<file path="src/rtl/keypad_entry_ctrl.sv">
// keypad_entry_ctrl: builds multi-digit packed-BCD entries from key pulses
// and hands the finished value downstream over a valid/ready handshake.
//
// Ports:
//   newClock     in   system clock, posedge
//   reset        in   synchronous active-high reset
//   keyPulse     in   [4] strobe, [3:0] key code (0-9 digit, A clr, B bksp, E enter)
//   out_ready    in   downstream accepts bcd_value (HOLD only)
//   bcd_value    out  packed BCD, newest digit in [3:0]
//   out_valid    out  bcd_value holds a completed entry
//   digit_count  out  digits currently held
//   overflow     out  sticky: digit entered while full
//   entry_active out  high while an entry is being typed
//
// Optional: define KEY_TIMEOUT_EN to auto-clear an entry after
// TIMEOUT_CYCLES idle cycles.
module keypad_entry_ctrl #(
  parameter int NUM_DIGITS     = 4,
  parameter int TIMEOUT_CYCLES = 1000,
  localparam int CW = $clog2(NUM_DIGITS + 1),
  localparam int VW = 4 * NUM_DIGITS
) (
  input  logic          newClock,
  input  logic          reset,
  input  logic [4:0]    keyPulse,
  input  logic          out_ready,
  output logic [VW-1:0] bcd_value,
  output logic          out_valid,
  output logic [CW-1:0] digit_count,
  output logic          overflow,
  output logic          entry_active
);

  typedef enum logic [1:0] {
    IDLE  = 2'd0,
    ENTRY = 2'd1,
    HOLD  = 2'd2
  } state_t;

  localparam logic [CW-1:0] FULL = CW'(NUM_DIGITS);
  localparam logic [CW-1:0] ONE  = CW'(1);

  state_t        state_q, state_d;
  logic [VW-1:0] value_q, value_d;
  logic [CW-1:0] count_q, count_d;
  logic          ovf_q, ovf_d;
  logic          strobe;
  logic [3:0]    code;
  logic          timeout;

  assign strobe = keyPulse[4];
  assign code   = keyPulse[3:0];

`ifdef KEY_TIMEOUT_EN
  localparam int TW = (TIMEOUT_CYCLES > 1) ? $clog2(TIMEOUT_CYCLES) : 1;
  localparam logic [TW-1:0] LAST = TW'(TIMEOUT_CYCLES - 1);

  logic [TW-1:0] tmr_q, tmr_d;

  assign timeout = (state_q == ENTRY) && !strobe && (tmr_q == LAST);

  // Any strobe restarts the idle count; it only runs while in ENTRY.
  always_comb begin
    tmr_d = '0;
    if (state_d == ENTRY && state_q == ENTRY && !strobe)
      tmr_d = tmr_q + TW'(1);
  end

  always_ff @(posedge newClock) begin
    if (reset) tmr_q <= '0;
    else       tmr_q <= tmr_d;
  end
`else
  assign timeout = 1'b0;
`endif

  always_comb begin
    state_d = state_q;
    value_d = value_q;
    count_d = count_q;
    ovf_d   = ovf_q;
    unique case (state_q)
      IDLE, ENTRY: begin
        if (timeout) begin
          state_d = IDLE;
          value_d = '0;
          count_d = '0;
          ovf_d   = 1'b0;
        end else if (strobe) begin
          if (code <= 4'd9) begin
            if (count_q == FULL) begin
              ovf_d = 1'b1;
            end else begin
              value_d = {value_q[VW-5:0], code};
              count_d = count_q + ONE;
              state_d = ENTRY;
            end
          end else if (code == 4'hA) begin
            state_d = IDLE;
            value_d = '0;
            count_d = '0;
            ovf_d   = 1'b0;
          end else if (code == 4'hB && count_q != '0) begin
            value_d = value_q >> 4;
            count_d = count_q - ONE;
            if (count_q == ONE) state_d = IDLE;
          end else if (code == 4'hE && count_q != '0) begin
            state_d = HOLD;
          end
        end
      end
      HOLD: begin
        // Transfer and clear end the same way, so they share one path.
        if (out_ready || (strobe && code == 4'hA)) begin
          state_d = IDLE;
          value_d = '0;
          count_d = '0;
          ovf_d   = 1'b0;
        end
      end
      default: begin
        state_d = IDLE;
        value_d = '0;
        count_d = '0;
        ovf_d   = 1'b0;
      end
    endcase
  end

  always_ff @(posedge newClock) begin
    if (reset) begin
      state_q <= IDLE;
      value_q <= '0;
      count_q <= '0;
      ovf_q   <= 1'b0;
    end else begin
      state_q <= state_d;
      value_q <= value_d;
      count_q <= count_d;
      ovf_q   <= ovf_d;
    end
  end

  assign bcd_value    = value_q;
  assign digit_count  = count_q;
  assign overflow     = ovf_q;
  assign out_valid    = (state_q == HOLD);
  assign entry_active = (state_q == ENTRY);

endmodule

</file>
<file path="config.mk">
export PLATFORM = sky130hd
export DESIGN_NAME = keypad_entry_ctrl
export DESIGN_NICKNAME = d
export VERILOG_FILES = /design/src/rtl/keypad_entry_ctrl.sv
export SDC_FILE = /design/constraint.sdc
export NUM_CORES = 1
export LEC_CHECK = 0
export CORE_ASPECT_RATIO = 0.9
export CORE_MARGIN = 1
export CORE_UTILIZATION = 28
export CTS_BUF_LIST = sky130_fd_sc_hd__clkbuf_8
export DETAILED_ROUTE_END_ITERATION = 6
export SKIP_CTS_REPAIR_TIMING = 1
export SYNTH_ARGS = -nofsm -noshare
export SYNTH_HDL_FRONTEND = slang
export SYNTH_SLANG_ARGS = --single-unit
</file>
<file path="constraint.sdc">
create_clock -name newClock -period 4.32 [get_ports newClock]
set_clock_uncertainty 0.05 [all_clocks]
set_input_delay 0.864 -clock newClock [delete_from_list [all_inputs] [get_ports newClock]]
set_output_delay 0.864 -clock newClock [all_outputs]
set_load 0.01 [all_outputs]
</file>
==> out/qor.txt <==
Final GP Congestion -> 0.845
initial core utilization -> 30.3%
Final Util -> 38.8%
Iter 0 DRT Violations -> 79
clock power share -> 25.9%
final worst path period share -> 66.9%
Netlist cell types -> 39
Syn Inst Count -> 144
worst hold slack -> 0.441 ns
internal power -> 0.389 mW
initial antenna violation count -> 0
post-synth top area cell -> dfxtp_1
worst path bufs/invs -> 2
final antenna-violating net count -> 0
clk sink count -> 22
Seq pwr share -> 43.3%
flops & latches, synth -> 22
worst path cell trace -> clkdlybuf4s50_1 -> nor2b_1 -> nand4_1 -> a221oi_4 -> buf_4 -> mux2i_1 -> nor2_1
DRT Wirelength -> 2870 µm
most used flip-flop cell after synthesis -> dfxtp_1
Worst Hold Depth -> 2
Vias/cell -> 4.86
final hold violations -> 0
post-synth top area share -> 34.3%
Synth area leaders -> dfxtp_1, a211oi_2, nor2_1
Mapped Nets -> 156
Worst Setup Start Kind -> input pin
clk buf depth -> 2
CTS tree -> yes
PortBufs -> 29
Top Ports -> 30
CP Class -> input pin to flip-flop
critical path data arrival time -> 2.95 ns
sequential cell area fraction in the yosys report -> 34.3%
grt total ovfl -> 0
nets -> 180
Die ar. -> 0.00486 mm²
reg2reg start -> digit_count[0]
H-tree lvl count -> 1
slowest CP cell -> clkdlybuf4s50_1
CP max stage delay -> 0.67 ns
die height -> 66.2 µm
DIE WIDTH -> 73.3 µm
Root Driver -> clkbuf_8
Synth Cell Area -> 0.00128 mm²
clock latency on the worst-skew pair -> 0.26 ns
DRT Pass-1 Iters -> 4
Mapped Avg Cell Area -> 8.91 µm²
Setup WS post-layout -> 1.43 ns
delay-heaviest family, CP -> buffers and inverters
CP required -> 4.38 ns
RR Endpoint -> bcd_value[1]
CTS Buf Count -> 3
Tot GR Track Use -> 12.4%
Pleak -> 0.582 nW
dpl ws -> 1.17 ns
status -> finished, final reports clean
f_max -> 0.346 GHz
first-pass GRT wire length -> 4690 µm
unrepaired setup endpoints after global routing -> no
final instance area -> 0.00165 mm²
Worst-Margin Slew -> 1.07 ns
Site Rows -> 22
synth warn -> 0
vias in the first global route -> 931
largest net degree at the start of global routing -> 35
HP Start -> bcd_value[13]
pwr/cell area -> 343 mW/mm²
Combinational Power Share -> 30.8%
Reg clk slew, reported paths -> 0.08 ns
DR vias -> 1104
Post-synth EDFFs -> 0
fillcell total -> 449
Psw -> 0.175 mW
share of layout cells above drive strength 1 -> 12.0%
Async SR Flop Fraction -> 0%
Crit. End Element -> flip-flop
R2R Setup Slk -> 2.04 ns
Finish-stage setup viols -> 0
Slew Limit Fails -> 0
min Tclk post-route -> 2.89 ns
drt drc -> 0
Final TNS setup -> 0 ns
core area -> 0.00424 mm²
crit path max fanout -> 34
per-cell routed wire length -> 12.6 µm
Slew HR -> 28.5%
Inserted Diodes -> 0
WHS Endpoint -> bcd_value[13]
Max-Cap Viols -> 0
switch share -> 31.1%
dpl hpwl -> 2050 µm
R2R cell count -> 8
worst hold path type -> flip-flop to flip-flop
Area Growth Syn to Fin -> 28.3%
most frequent cells after synthesis -> dfxtp_1, nor2_1, a211oi_2, a22oi_1
Worst VDD drop -> 0.000136 V
Cell Area, Placed -> 0.00159 mm²
## kinds of logic (layout without fill, tap and decap cells)
| group | count (synthesis) | count (layout) | synth area share, % |
|---|---|---|---|
| compound gates | 41 | 41 | 28.1 |
| fa+ha+maj | 4 | 4 | 3.90 |
| simple gates | 53 | 53 | 21.0 |
| mux | 5 | 5 | 3.90 |
| flops | 22 | 22 | 34.3 |
| xor+xnor | 2 | 2 | 1.37 |
| buf+inv | 17 | 40 | 7.41 |
## flip-flops by register name, indices dropped and copies added (netlist names)
register,cells
state_q,2
overflow,1
bcd_value,16
digit_count,3
## metal layers
| metal | share of wire [%] | track usage [%] | up-vias |
|---|---|---|---|
| li1 | - | - | 558 |
| met1 | 49 | 18.0 | 515 |
| met2 | 44 | 18.4 | 29 |
| met3 | 6.5 | 2.59 | 2 |
| met4 | 0.45 | 2.88 | 0 |
| met5 | 0 | 0 | - |
## area by class of cell
| type | instances | area (µm²) | share of cell area, % |
|---|---|---|---|
| flip-flops and latches | 22 | 440 | 26.8 |
| clock buffers | 4 | 55.1 | 3.35 |
| multi-input cells | 105 | 747 | 45.4 |
| repair buffers | 32 | 313 | 19.0 |
| inverters | 4 | 15.0 | 0.913 |
| well taps | 60 | 75.1 | 4.56 |
## tightest hold or removal path, delay by kind of cell, from the launching register on
kind,cells,cell delay (ns)
AND/OR/NAND/NOR,1,0.07
AO/OA/AOI/OAI,1,0.05
flip-flops,1,0.33
## cell usage in the layout (no fill, tap or decap), types with 2 or more instances in the layout
cell type and count:
a211oi_2 9, a21oi_1 7, a22oi_1 9, buf_4 3, clkbuf_8 4, clkdlybuf4s50_1 29, dfxtp_1 22, ha_1 4
inv_1 4, mux2i_1 5, nand2_1 4, nand2b_1 7, nand3_1 5, nor2_1 22, nor2b_1 6, nor3_1 2
o21ai_0 2, o31ai_1 3, xor2_1 2
## power by group through the flow
| stage | Sequential [mW] | Combinational [mW] | Clock, mW |
|---|---|---|---|
| after floorplan | 0.250 | 0.114 | 0 |
| after CTS | 0.244 | 0.175 | 0.153 |
| final | 0.244 | 0.174 | 0.146 |
| after detailed placement | 0.249 | 0.174 | 0 |
| after global routing | 0.248 | 0.191 | 0.161 |
| after global placement | 0.248 | 0.173 | 0 |
## stage by stage
stage / power, mW / cells
after floorplan: 0.364 / 144
after global placement: 0.422 / 223
after detailed placement: 0.423 / 223
after CTS: 0.572 / 227
after global routing: 0.600 / 227
final: 0.565 / 227
## worst max path at each step
stage | depth (start not counted) | from | end
3_5_place_dp | 8 | keyPulse[2] | bcd_value[1]
5_1_grt | 7 | keyPulse[3] | digit_count[2]
4_1_cts | 7 | keyPulse[3] | bcd_value[1]
2_1_floorplan | 7 | keyPulse[1] | bcd_value[1]
3_3_place_gp | 8 | keyPulse[3] | digit_count[2]
6_report | 7 | keyPulse[3] | bcd_value[1]
No activity file was read; power rests on OpenSTA's default activity.
